### src/rtl/sha256_pkg.sv
// Shared SHA-256 types and constants: padder FSM enums, block container,
// initial hash values H0..H7 and a block packing helper.
package sha256_pkg;

    typedef enum logic {FILL, EMIT} state_e;
    typedef enum logic [1:0] {NONE, DATA, LEN} more_e;

    typedef logic [31:0] blk_t [16];

    localparam logic [31:0] H0 = 32'h6a09_e667;
    localparam logic [31:0] H1 = 32'hbb67_ae85;
    localparam logic [31:0] H2 = 32'h3c6e_f372;
    localparam logic [31:0] H3 = 32'ha54f_f53a;
    localparam logic [31:0] H4 = 32'h510e_527f;
    localparam logic [31:0] H5 = 32'h9b05_688c;
    localparam logic [31:0] H6 = 32'h1f83_d9ab;
    localparam logic [31:0] H7 = 32'h5be0_cd19;

    // Word 0 lands in the most significant 32 bits of the flat block.
    function automatic logic [511:0] pack_blk(input blk_t b);
        logic [511:0] r;
        r = 512'h0;
        for (int i = 0; i < 16; i++) begin
            r[511-32*i -: 32] = b[i];
        end
        return r;
    endfunction

endpackage

### src/rtl/sha256_pad_word.sv
// Pads one big-endian message word: keeps nbytes leading bytes, inserts 0x80
// after them and zeroes the rest; spill flags that 0x80 belongs in the next word.
module sha256_pad_word (
    input  logic [31:0] data_i,
    input  logic [2:0]  nbytes_i,
    output logic [31:0] word_o,
    output logic        spill_o
);

    // Byte-wise select between data, the 0x80 marker and zero.
    always_comb begin
        word_o  = 32'h0;
        spill_o = (nbytes_i >= 3'd4);
        for (int b = 0; b < 4; b++) begin
            if (3'(b) < nbytes_i) begin
                word_o[31-8*b -: 8] = data_i[31-8*b -: 8];
            end else if (3'(b) == nbytes_i) begin
                word_o[31-8*b -: 8] = 8'h80;
            end else begin
                word_o[31-8*b -: 8] = 8'h00;
            end
        end
    end

endmodule

### src/rtl/sha256_msg_padder.sv
// SHA-256 message padder: packs 32-bit words into FIPS 180-4 padded 512-bit blocks.
// Optional abort_i input is present when SHA256_PAD_ABORT_EN is defined.
module sha256_msg_padder
    import sha256_pkg::*;
#(
    parameter int LEN_W = 64
) (
    input  logic         clk_i,
    input  logic         rst_i,
`ifdef SHA256_PAD_ABORT_EN
    input  logic         abort_i,
`endif
    input  logic         in_valid,
    input  logic [31:0]  in_data,
    input  logic         in_last,
    input  logic [2:0]   in_nbytes,
    output logic         in_ready,
    output logic         blk_valid,
    output logic [511:0] blk_data,
    output logic         blk_new,
    input  logic         blk_ready
);

    state_e           state_q, state_d;
    more_e            more_q, more_d;
    logic [3:0]       widx_q, widx_d;
    logic [LEN_W-1:0] bitlen_q, bitlen_d, bitlen_sum_s;
    logic             first_q, first_d;
    logic             carry80_q, carry80_d;
    logic             blk_valid_q, blk_valid_d;
    logic             blk_new_q, blk_new_d;
    blk_t             buf_q, buf_d;
    logic [2:0]       nb_eff_s, bytes_s;
    logic [31:0]      pad_word_s;
    logic             spill_s;
    logic [4:0]       p_s;
    logic [63:0]      len_s, len_next_s;

    assign nb_eff_s     = in_last ? in_nbytes : 3'd4;
    assign bytes_s      = spill_s ? 3'd4 : nb_eff_s;
    assign bitlen_sum_s = bitlen_q + LEN_W'({bytes_s, 3'b000});
    assign len_s        = 64'(bitlen_q);
    assign len_next_s   = 64'(bitlen_sum_s);
    assign p_s          = {1'b0, widx_q} + {4'b0000, spill_s};

    sha256_pad_word u_pad (
        .data_i  (in_data),
        .nbytes_i(nb_eff_s),
        .word_o  (pad_word_s),
        .spill_o (spill_s)
    );

    assign in_ready  = (state_q == FILL);
    assign blk_valid = blk_valid_q;
    assign blk_new   = blk_new_q;

    // Flatten the held block buffer onto the block port.
    always_comb begin
        blk_data = pack_blk(buf_q);
    end

    // State and buffer registers.
    always_ff @(posedge clk_i or posedge rst_i) begin
        if (rst_i) begin
            state_q     <= FILL;
            more_q      <= NONE;
            widx_q      <= 4'd0;
            bitlen_q    <= '0;
            first_q     <= 1'b1;
            carry80_q   <= 1'b0;
            blk_valid_q <= 1'b0;
            blk_new_q   <= 1'b0;
            for (int i = 0; i < 16; i++) begin
                buf_q[i] <= 32'h0;
            end
        end else begin
            state_q     <= state_d;
            more_q      <= more_d;
            widx_q      <= widx_d;
            bitlen_q    <= bitlen_d;
            first_q     <= first_d;
            carry80_q   <= carry80_d;
            blk_valid_q <= blk_valid_d;
            blk_new_q   <= blk_new_d;
            buf_q       <= buf_d;
        end
    end

    // Next-state: fill words, pad the final word, then present blocks until accepted.
    always_comb begin
        state_d     = state_q;
        more_d      = more_q;
        widx_d      = widx_q;
        bitlen_d    = bitlen_q;
        first_d     = first_q;
        carry80_d   = carry80_q;
        blk_valid_d = blk_valid_q;
        blk_new_d   = blk_new_q;
        buf_d       = buf_q;

        case (state_q)
            FILL: begin
                if (in_valid) begin
                    bitlen_d = bitlen_sum_s;
                    if (!in_last) begin
                        buf_d[widx_q] = pad_word_s;
                        if (widx_q == 4'd15) begin
                            state_d     = EMIT;
                            more_d      = DATA;
                            blk_valid_d = 1'b1;
                            blk_new_d   = first_q;
                        end else begin
                            widx_d = widx_q + 4'd1;
                        end
                    end else begin
                        // p_s is the word holding 0x80; everything after it is cleared.
                        for (int i = 0; i < 16; i++) begin
                            if (5'(i) < {1'b0, widx_q}) begin
                                buf_d[i] = buf_q[i];
                            end else if (5'(i) == {1'b0, widx_q}) begin
                                buf_d[i] = pad_word_s;
                            end else if (5'(i) == p_s) begin
                                buf_d[i] = 32'h8000_0000;
                            end else begin
                                buf_d[i] = 32'h0;
                            end
                        end
                        if (p_s <= 5'd13) begin
                            buf_d[14] = len_next_s[63:32];
                            buf_d[15] = len_next_s[31:0];
                            more_d    = NONE;
                        end else begin
                            more_d = LEN;
                        end
                        carry80_d   = (p_s == 5'd16);
                        state_d     = EMIT;
                        blk_valid_d = 1'b1;
                        blk_new_d   = first_q;
                    end
                end else begin
                    state_d = FILL;
                end
            end
            EMIT: begin
                if (blk_ready) begin
                    case (more_q)
                        DATA: begin
                            widx_d      = 4'd0;
                            first_d     = 1'b0;
                            more_d      = NONE;
                            state_d     = FILL;
                            blk_valid_d = 1'b0;
                            blk_new_d   = 1'b0;
                        end
                        LEN: begin
                            for (int i = 0; i < 16; i++) begin
                                buf_d[i] = 32'h0;
                            end
                            buf_d[0]  = carry80_q ? 32'h8000_0000 : 32'h0;
                            buf_d[14] = len_s[63:32];
                            buf_d[15] = len_s[31:0];
                            first_d   = 1'b0;
                            carry80_d = 1'b0;
                            more_d    = NONE;
                            blk_new_d = 1'b0;
                        end
                        NONE: begin
                            widx_d      = 4'd0;
                            bitlen_d    = '0;
                            first_d     = 1'b1;
                            carry80_d   = 1'b0;
                            state_d     = FILL;
                            blk_valid_d = 1'b0;
                            blk_new_d   = 1'b0;
                        end
                        default: begin
                            state_d     = FILL;
                            more_d      = NONE;
                            blk_valid_d = 1'b0;
                        end
                    endcase
                end else begin
                    state_d = EMIT;
                end
            end
            default: begin
                state_d     = FILL;
                blk_valid_d = 1'b0;
            end
        endcase

`ifdef SHA256_PAD_ABORT_EN
        // Abort wins over any accept or block handshake in the same cycle.
        if (abort_i) begin
            state_d     = FILL;
            more_d      = NONE;
            widx_d      = 4'd0;
            bitlen_d    = '0;
            first_d     = 1'b1;
            carry80_d   = 1'b0;
            blk_valid_d = 1'b0;
            blk_new_d   = 1'b0;
            buf_d       = buf_q;
        end else begin
            state_d = state_d;
        end
`endif
    end

endmodule

### config.mk
export PLATFORM = sky130hd
export DESIGN_NAME = sha256_msg_padder
export DESIGN_NICKNAME = d
export VERILOG_FILES = /design/src/rtl/sha256_pkg.sv /design/src/rtl/sha256_pad_word.sv /design/src/rtl/sha256_msg_padder.sv
export SDC_FILE = /design/constraint.sdc
export NUM_CORES = 1
export LEC_CHECK = 0
export CORE_AREA = 2 2 242 244
export CTS_BUF_LIST = sky130_fd_sc_hd__clkbuf_2 sky130_fd_sc_hd__clkbuf_4 sky130_fd_sc_hd__clkbuf_8
export CTS_CLUSTER_SIZE = 30
export DETAILED_ROUTE_END_ITERATION = 10
export DIE_AREA = 0 0 244 246
export DONT_BUFFER_PORTS = 1
export GPL_ROUTABILITY_DRIVEN = 0
export PLACE_DENSITY_LB_ADDON = 0.15
export SYNTH_ARGS = -nofsm -noshare
export SYNTH_HDL_FRONTEND = slang
export SYNTH_SLANG_ARGS = --single-unit
### constraint.sdc
create_clock -name clk_i -period 16.7 [get_ports clk_i]
set_input_delay 1.67 -clock clk_i [delete_from_list [all_inputs] [get_ports clk_i]]
set_output_delay 1.67 -clock clk_i [all_outputs]
set_load 0.02 [all_outputs]
==> flow_summary_export.csv, run 1 <==
group,metric,value,unit
outcome,status,"finished, final reports clean",
grt,grt_pass1_wl,150000,um
timing,grt_setup_unrepaired,"no",
pwr,p_int,2540,uW
timing,fin_crit_sh,28.3,%
setup_path,rrSetupSlack,12230,ps
cts,cts_buffers,96,
flow_run,cap_violations,0,
setup_path,slowest_stage,"a21o_1",
cts,clock-root-buffer,"clkbuf_8",
cts,cts_buffer_depth,3,
synth,synthXorXnorAreaFrac,0.926,%
cells_and_area,drive_gt1_share,9.82,%
routing,wl_per_cell,29.7,um
floorplanning,dieArea,0.0600,mm^2
pwr,leakagePower,0.0121,uW
cts,clk_latency,740,ps
synth,syn-num-nets,2775,
floorplanning,die_y,246,um
cts,ctsHoldBuffers,0,
timing,whs,488,ps
setup_path,cp_data_required_time,17370,ps
timing,setup_ws,11980,ps
pwr,p_sw_share,40.2,%
synth,ys_seq_area_share,57.3,%
worst_hold_path,hp-class,"reg2reg",
grt,grt_max_degree,191,
grt,grt_overflow,0,
grt,antenna_found_initial,7,
synth,netlist.area_leader.share,57.2,%
timing,max_freq,0.212,GHz
place,hpwl,68600,um
synth,synth.ff_latch_count,584,
cts,cts.sinks,584,
floorplanning,initial_core_util,44.5,%
synth,syn-cell-area,0.0255,mm^2
routing,route.detailed.drc,0,
place,portBuffers,0,
setup_path,worst_r2r_path_depth,5,
routing,ant_nets,0,
cts,post_cts_buffers,0,
synth,syn-instance-count,2725,
synth,synth_common_cells,"583 x dfrtp_1, 583 x nand2_1, 479 x o21ai_0, 170 x clkbuf_1, 104 x a21oi_1",
synth,ys.flop_type,"dfrtp_1",
timing,worst_slew_pin_slew,1230,ps
synth,synth_edf_count,0,
synth,synth_fa_ha_area_share,0.520,%
setup_path,cp-end-kind,"flip-flop",
floorplanning,core,0.0574,mm^2
timing,period_minus_slack,4720,ps
setup_path,crit_path_start_kind,"input pin",
pwr,p_per_area,151,mW/mm^2
place,preCtsSetupSlack,11320,ps
setup_path,critPathMaxFanout,24,
synth,avgSynthCellArea,9.37,um^2
cells_and_area,fill_cells,5398,
timing,slew_violations,0,
synth,yosysUniqueCellTypes,82,
grt,grtUsageTotal,33.9,%
place,placedCellCount,3311,
timing,slew_headroom,17.9,%
timing,fin_tns_setup,0,ps
setup_path,cp_cell_sequence,"and2b_1 -> inv_2 -> ha_1 -> ha_1 -> nand2_1 -> o21ai_1 -> a21o_1 -> nand2_1 -> o311ai_0 -> o22a_1",
worst_hold_path,min_to,"carry80_q",
pwr,pwr-share-seq,51.5,%
synth,muxShareOfSynthArea,0.319,%
synth,async_flop_share,100,%
pwr,p_comb_share,17.8,%
synth,yosys_warnings,0,
worst_hold_path,holdPathStages,2,
routing,via_per_inst,6.35,
setup_path,reg2reg_to,"blk_data[209]",
setup_path,cp_top_family,"compound AO/OA/AOI/OAI gates",
setup_path,r2r_start,"state_q",
timing,hold_viol_final,0,
timing,final.setup_skew,52.4,ps
cts,cts_resized,0,
grt,grt_pass1_vias,21200,
routing,num_vias,22100,
synth,ys_top_cells_by_area,"dfrtp_1 57%, o21ai_0 9.4%, nand2_1 8.6%",
synth,synthSimpleGateAreaFrac,16.4,%
cells_and_area,final_cells,3478,
synth,synth_top_family_by_area,"compound AO/OA/AOI/OAI gates",
routing,firstDrtPassIters,6,
floorplanning,num_rows,88,
setup_path,path_buf_inv,1,
cts,clkTransAtPathRegs,60,ps
pwr,worst_ir_drop_vdd,0.0695,mV
floorplanning,io_pins,555,
cts,cts_tree,"yes",
floorplanning,die_w,244,um
setup_path,cp_slowest_stage_delay,980,ps
setup_path,critPathArrivalTime,5390,ps
cells_and_area,synthToLayoutAreaGrowth,10.2,%
synth,synth_top_area_cell,"dfrtp_1",
routing,totalWireLength,103000,um
setup_path,path_class,"in2reg",
cts,htree_levels,3,
pwr,power_switching,1710,uW
pwr,pwr-share-clk,30.8,%
timing,setup_viol,0,
synth,synth_compound_area_share,20.3,%
routing,first_iter_violations,2530,
cells_and_area,nets,2694,
worst_hold_path,min_from,"carry80_q",
[kinds of logic (layout without fill, tap and decap cells)]
group                    after synthesis  count (layout)
buffers and inverters                269             253
AO/OA/AOI/OAI                        889             889
XOR/XNOR                              27              27
AND/OR/NAND/NOR                      938             938
flip-flops                           584             584
other                                  0               4
multiplexers                           8               8
adder cells (fa/ha/maj)               10              10
[placed cells by master (no fill, tap or decap), types with 10 or more instances in the layout]
| cell type | count |
|---|---|
| dfrtp_1 | 582 |
| nand2_1 | 579 |
| o21ai_0 | 477 |
| clkbuf_8 | 111 |
| a21oi_1 | 101 |
| o31ai_1 | 92 |
| nor2_1 | 80 |
| nor3_1 | 66 |
| nand3_1 | 60 |
| buf_4 | 50 |
| clkbuf_4 | 38 |
| inv_1 | 36 |
| a31oi_1 | 30 |
| o21ai_1 | 27 |
| nand4_1 | 25 |
| xnor2_1 | 21 |
| o22ai_1 | 19 |
| and3_1 | 18 |
| a211oi_1 | 16 |
| nor4_1 | 16 |
| and4_1 | 13 |
| or3_1 | 11 |
| a21o_1 | 11 |
| a221oi_1 | 10 |
[worst max path at each step]
stage,from,to,depth (start not counted)
finish,in_nbytes[2],blk_data[55],10
detailed placement,in_nbytes[2],blk_data[55],10
CTS,in_nbytes[2],blk_data[55],10
global placement,in_nbytes[2],blk_data[33],10
global route,in_nbytes[2],blk_data[55],10
floorplan,rst_i,bitlen_q[10],1
[metal layers]
metal  part of all wire, %  track usage, %  up-vias
met4                   5.6            18.6        2
met1                    37            41.8    11000
met3                    12            11.5      298
li1                      -               -     9427
met5                 0.031               0        -
met2                    46            52.7     1385
[area by class of cell]
type | count | area, um^2 | share of cell area, %
Antenna cell | 4 | 10.0 | 0.0356
Clock buffer | 149 | 1810 | 6.45
Clock inverter | 14 | 160 | 0.569
Inverter | 38 | 146 | 0.520
Multi-Input combinational cell | 1872 | 10000 | 35.6
Sequential cell | 584 | 14600 | 52.0
Tap cell | 765 | 957 | 3.40
Timing Repair Buffer | 52 | 415 | 1.48
[registers in the layout (all words and copies together) (netlist names)]
| register | count |
|---|---|
| bitlen_q | 61 |
| widx_q | 4 |
| first_q | 1 |
| state_q | 1 |
| blk_new | 1 |
| carry80_q | 1 |
| more_q | 2 |
| blk_valid | 1 |
| blk_data | 512 |
[worst min-delay path, delay by kind of cell, from the launching register on]
kind	cells	cell delay [ps]
AO/OA/AOI/OAI	1	60
AND/OR/NAND/NOR	1	50
flip-flops	1	350
[power groups by stage]
stage | clock network (uW) | registers [uW] | logic, uW
2_1_floorplan | 0 | 2050 | 530
3_3_place_gp | 0 | 2210 | 725
3_5_place_dp | 0 | 2210 | 746
4_1_cts | 1320 | 2190 | 747
5_1_grt | 1390 | 2210 | 833
6_report | 1310 | 2190 | 756
[stage by stage]
step	util (%)	area, um^2	power, uW
after floorplan	-	25500	2580
after global placement	45.6	26100	2930
after detailed placement	45.6	26100	2960
after CTS	49.0	28100	4260
after global routing	49.0	28100	4430
final	49.0	28100	4250
Note: power is estimated with default switching activity, not from simulation.
==> run 2, diff against run 1 <==
- clock period: 16.7 -> 4.6 ns (I/O delays scaled with it)
==> run 2 against run 1 <==
  * Highest routed layer is now met4
  * Largest power group unchanged
  * Largest cell class unchanged
  * Global-route usage down 0.32 points
  * Routed wire length is 0.68% lower
  * Core utilization is 0.55 points higher
==> flow_summary_export.csv, run 2 (synthesis results as in run 1) <==
group,metric,value,unit
grt,grt_max_degree,163,
grt,grtUsageTotal,33.6,%
worst_hold_path,hp-class,"in2reg",
routing,route.detailed.drc,0,
cells_and_area,largest_reg_flops,512,
cts,clock-root-buffer,"clkbuf_8",
cells_and_area,final_cells,3511,
setup_path,worst_r2r_path_depth,8,
pwr,p_total,15600,uW
outcome,status,"finished, final reports clean",
setup_path,cp-startpoint,"widx_q[0]",
timing,fin_crit_sh,78.7,%
setup_path,cp-end-kind,"flip-flop",
timing,fin_tns_setup,0,ps
grt,grt_pass1_vias,21400,
cts,clkTransAtPathRegs,60,ps
setup_path,cp_cell_sequence,"ha_1 -> ha_1 -> nand2_1 -> o21ai_1 -> a21o_1 -> nand2_1 -> o311ai_0 -> o22a_1",
cts,ctsHoldBuffers,9,
cts,clk_latency,710,ps
place,hpwl,69800,um
setup_path,critPathArrivalTime,4270,ps
floorplanning,core,0.0574,mm^2
floorplanning,initial_core_util,44.5,%
setup_path,path_class,"reg2reg",
cts,cts.sinks,584,
timing,setup_viol,0,
cts,post_cts_buffers,0,
grt,antenna_found_initial,4,
floorplanning,dieArea,0.0600,mm^2
pwr,leakagePower,0.0123,uW
cts,cts_resized,0,
floorplanning,die_y,246,um
setup_path,cp-endpoint,"blk_data[51]",
cts,cts_tree,"yes",
routing,num_vias,22200,
flow_run,cap_violations,0,
floorplanning,io_pins,555,
routing,first_iter_violations,2461,
setup_path,crit_path_start_kind,"flip-flop",
timing,hold_viol_final,0,
routing,via_per_inst,6.33,
cts,cts_buffer_depth,3,
cells_and_area,drive_gt1_share,10.6,%
place,portBuffers,0,
setup_path,cp_slowest_stage_delay,750,ps
cells_and_area,finish.utilization,49.6,%
setup_path,critPathMaxFanout,19,
cells_and_area,nets,2723,
cts,cts_buffers,97,
floorplanning,num_rows,88,
setup_path,reg2reg_to,"blk_data[51]",
place,placedCellCount,3330,
routing,firstDrtPassIters,6,
cells_and_area,synthToLayoutAreaGrowth,11.4,%
cells_and_area,final_common_cell,"dfrtp_1",
timing,period_minus_slack,3620,ps
timing,final.setup_skew,35.1,ps
timing,max_freq,0.276,GHz
grt,grt_overflow,0,
routing,ant_nets,0,
setup_path,rrSetupSlack,980,ps
setup_path,cp_data_required_time,5250,ps
timing,grt_setup_unrepaired,"no",
setup_path,slowest_stage,"a21o_1",
timing,slew_violations,0,
cells_and_area,final_cell_mix,"582 x dfrtp_1, 580 x nand2_1, 477 x o21ai_0",
cts,htree_levels,3,
pwr,worst_ir_drop_vdd,0.275,mV
timing,slew_headroom,20.5,%
routing,totalWireLength,103000,um
floorplanning,die_w,244,um
setup_path,r2r_start,"widx_q[0]",
timing,worst_slew_pin_slew,1190,ps
routing,wl_per_cell,29.2,um
grt,grt_pass1_wl,149000,um
pwr,p_per_area,548,mW/mm^2
==> run 2: final cells by class <==
class | instances | area (um^2)
multi-input cells | 1872 | 9990
flip-flops and latches | 584 | 14600
fillers | 5399 | 28900
well taps | 765 | 957
inverters | 38 | 146
diodes | 3 | 7.51
clock buffers | 152 | 1870
clock inverters | 17 | 155
repair buffers | 80 | 698
==> run 2: worst max-delay path: cells and delay by family (launching register included) <==
family                     cells  cell delay, ps
and+or+nand+nor                2             490
adders and majority gates      2             660
AOI/OAI and AO/OA              4            1920
DFF                            1             500
==> run 2: layer usage <==
layer	up-vias	track usage [%]	part of all wire, %
met5	-	0	0
met4	0	17.1	4.9
met3	263	10.2	11
met2	1353	52.5	46
met1	11100	42.5	37
li1	9494	-	-
==> run 2: per-stage QoR <==
step	hold WS, ps	setup WS (ps)	instance area (um^2)
2_1_floorplan	451	-3820	25500
3_3_place_gp	471	843	26300
3_5_place_dp	481	748	26300
4_1_cts	1.53	1100	28400
5_1_grt	22.9	831	28400
6_report	44.3	980	28400
==> run 2: worst min path at each step <==
stage | start | endpoint | cells after the start
global route | in_data[21] | blk_data[53] | 2
detailed placement | carry80_q | carry80_q | 2
CTS | in_data[10] | blk_data[42] | 2
finish | in_data[21] | blk_data[53] | 2
floorplan | carry80_q | carry80_q | 2
global placement | carry80_q | carry80_q | 2
==> run 2: where the power goes <==
group          internal (uW)  switching (uW)  leakage (uW)
clock network           2680            2160       0.00109
logic                    750            2070       0.00323
registers               5940            1980       0.00798
total                   9380            6200        0.0123
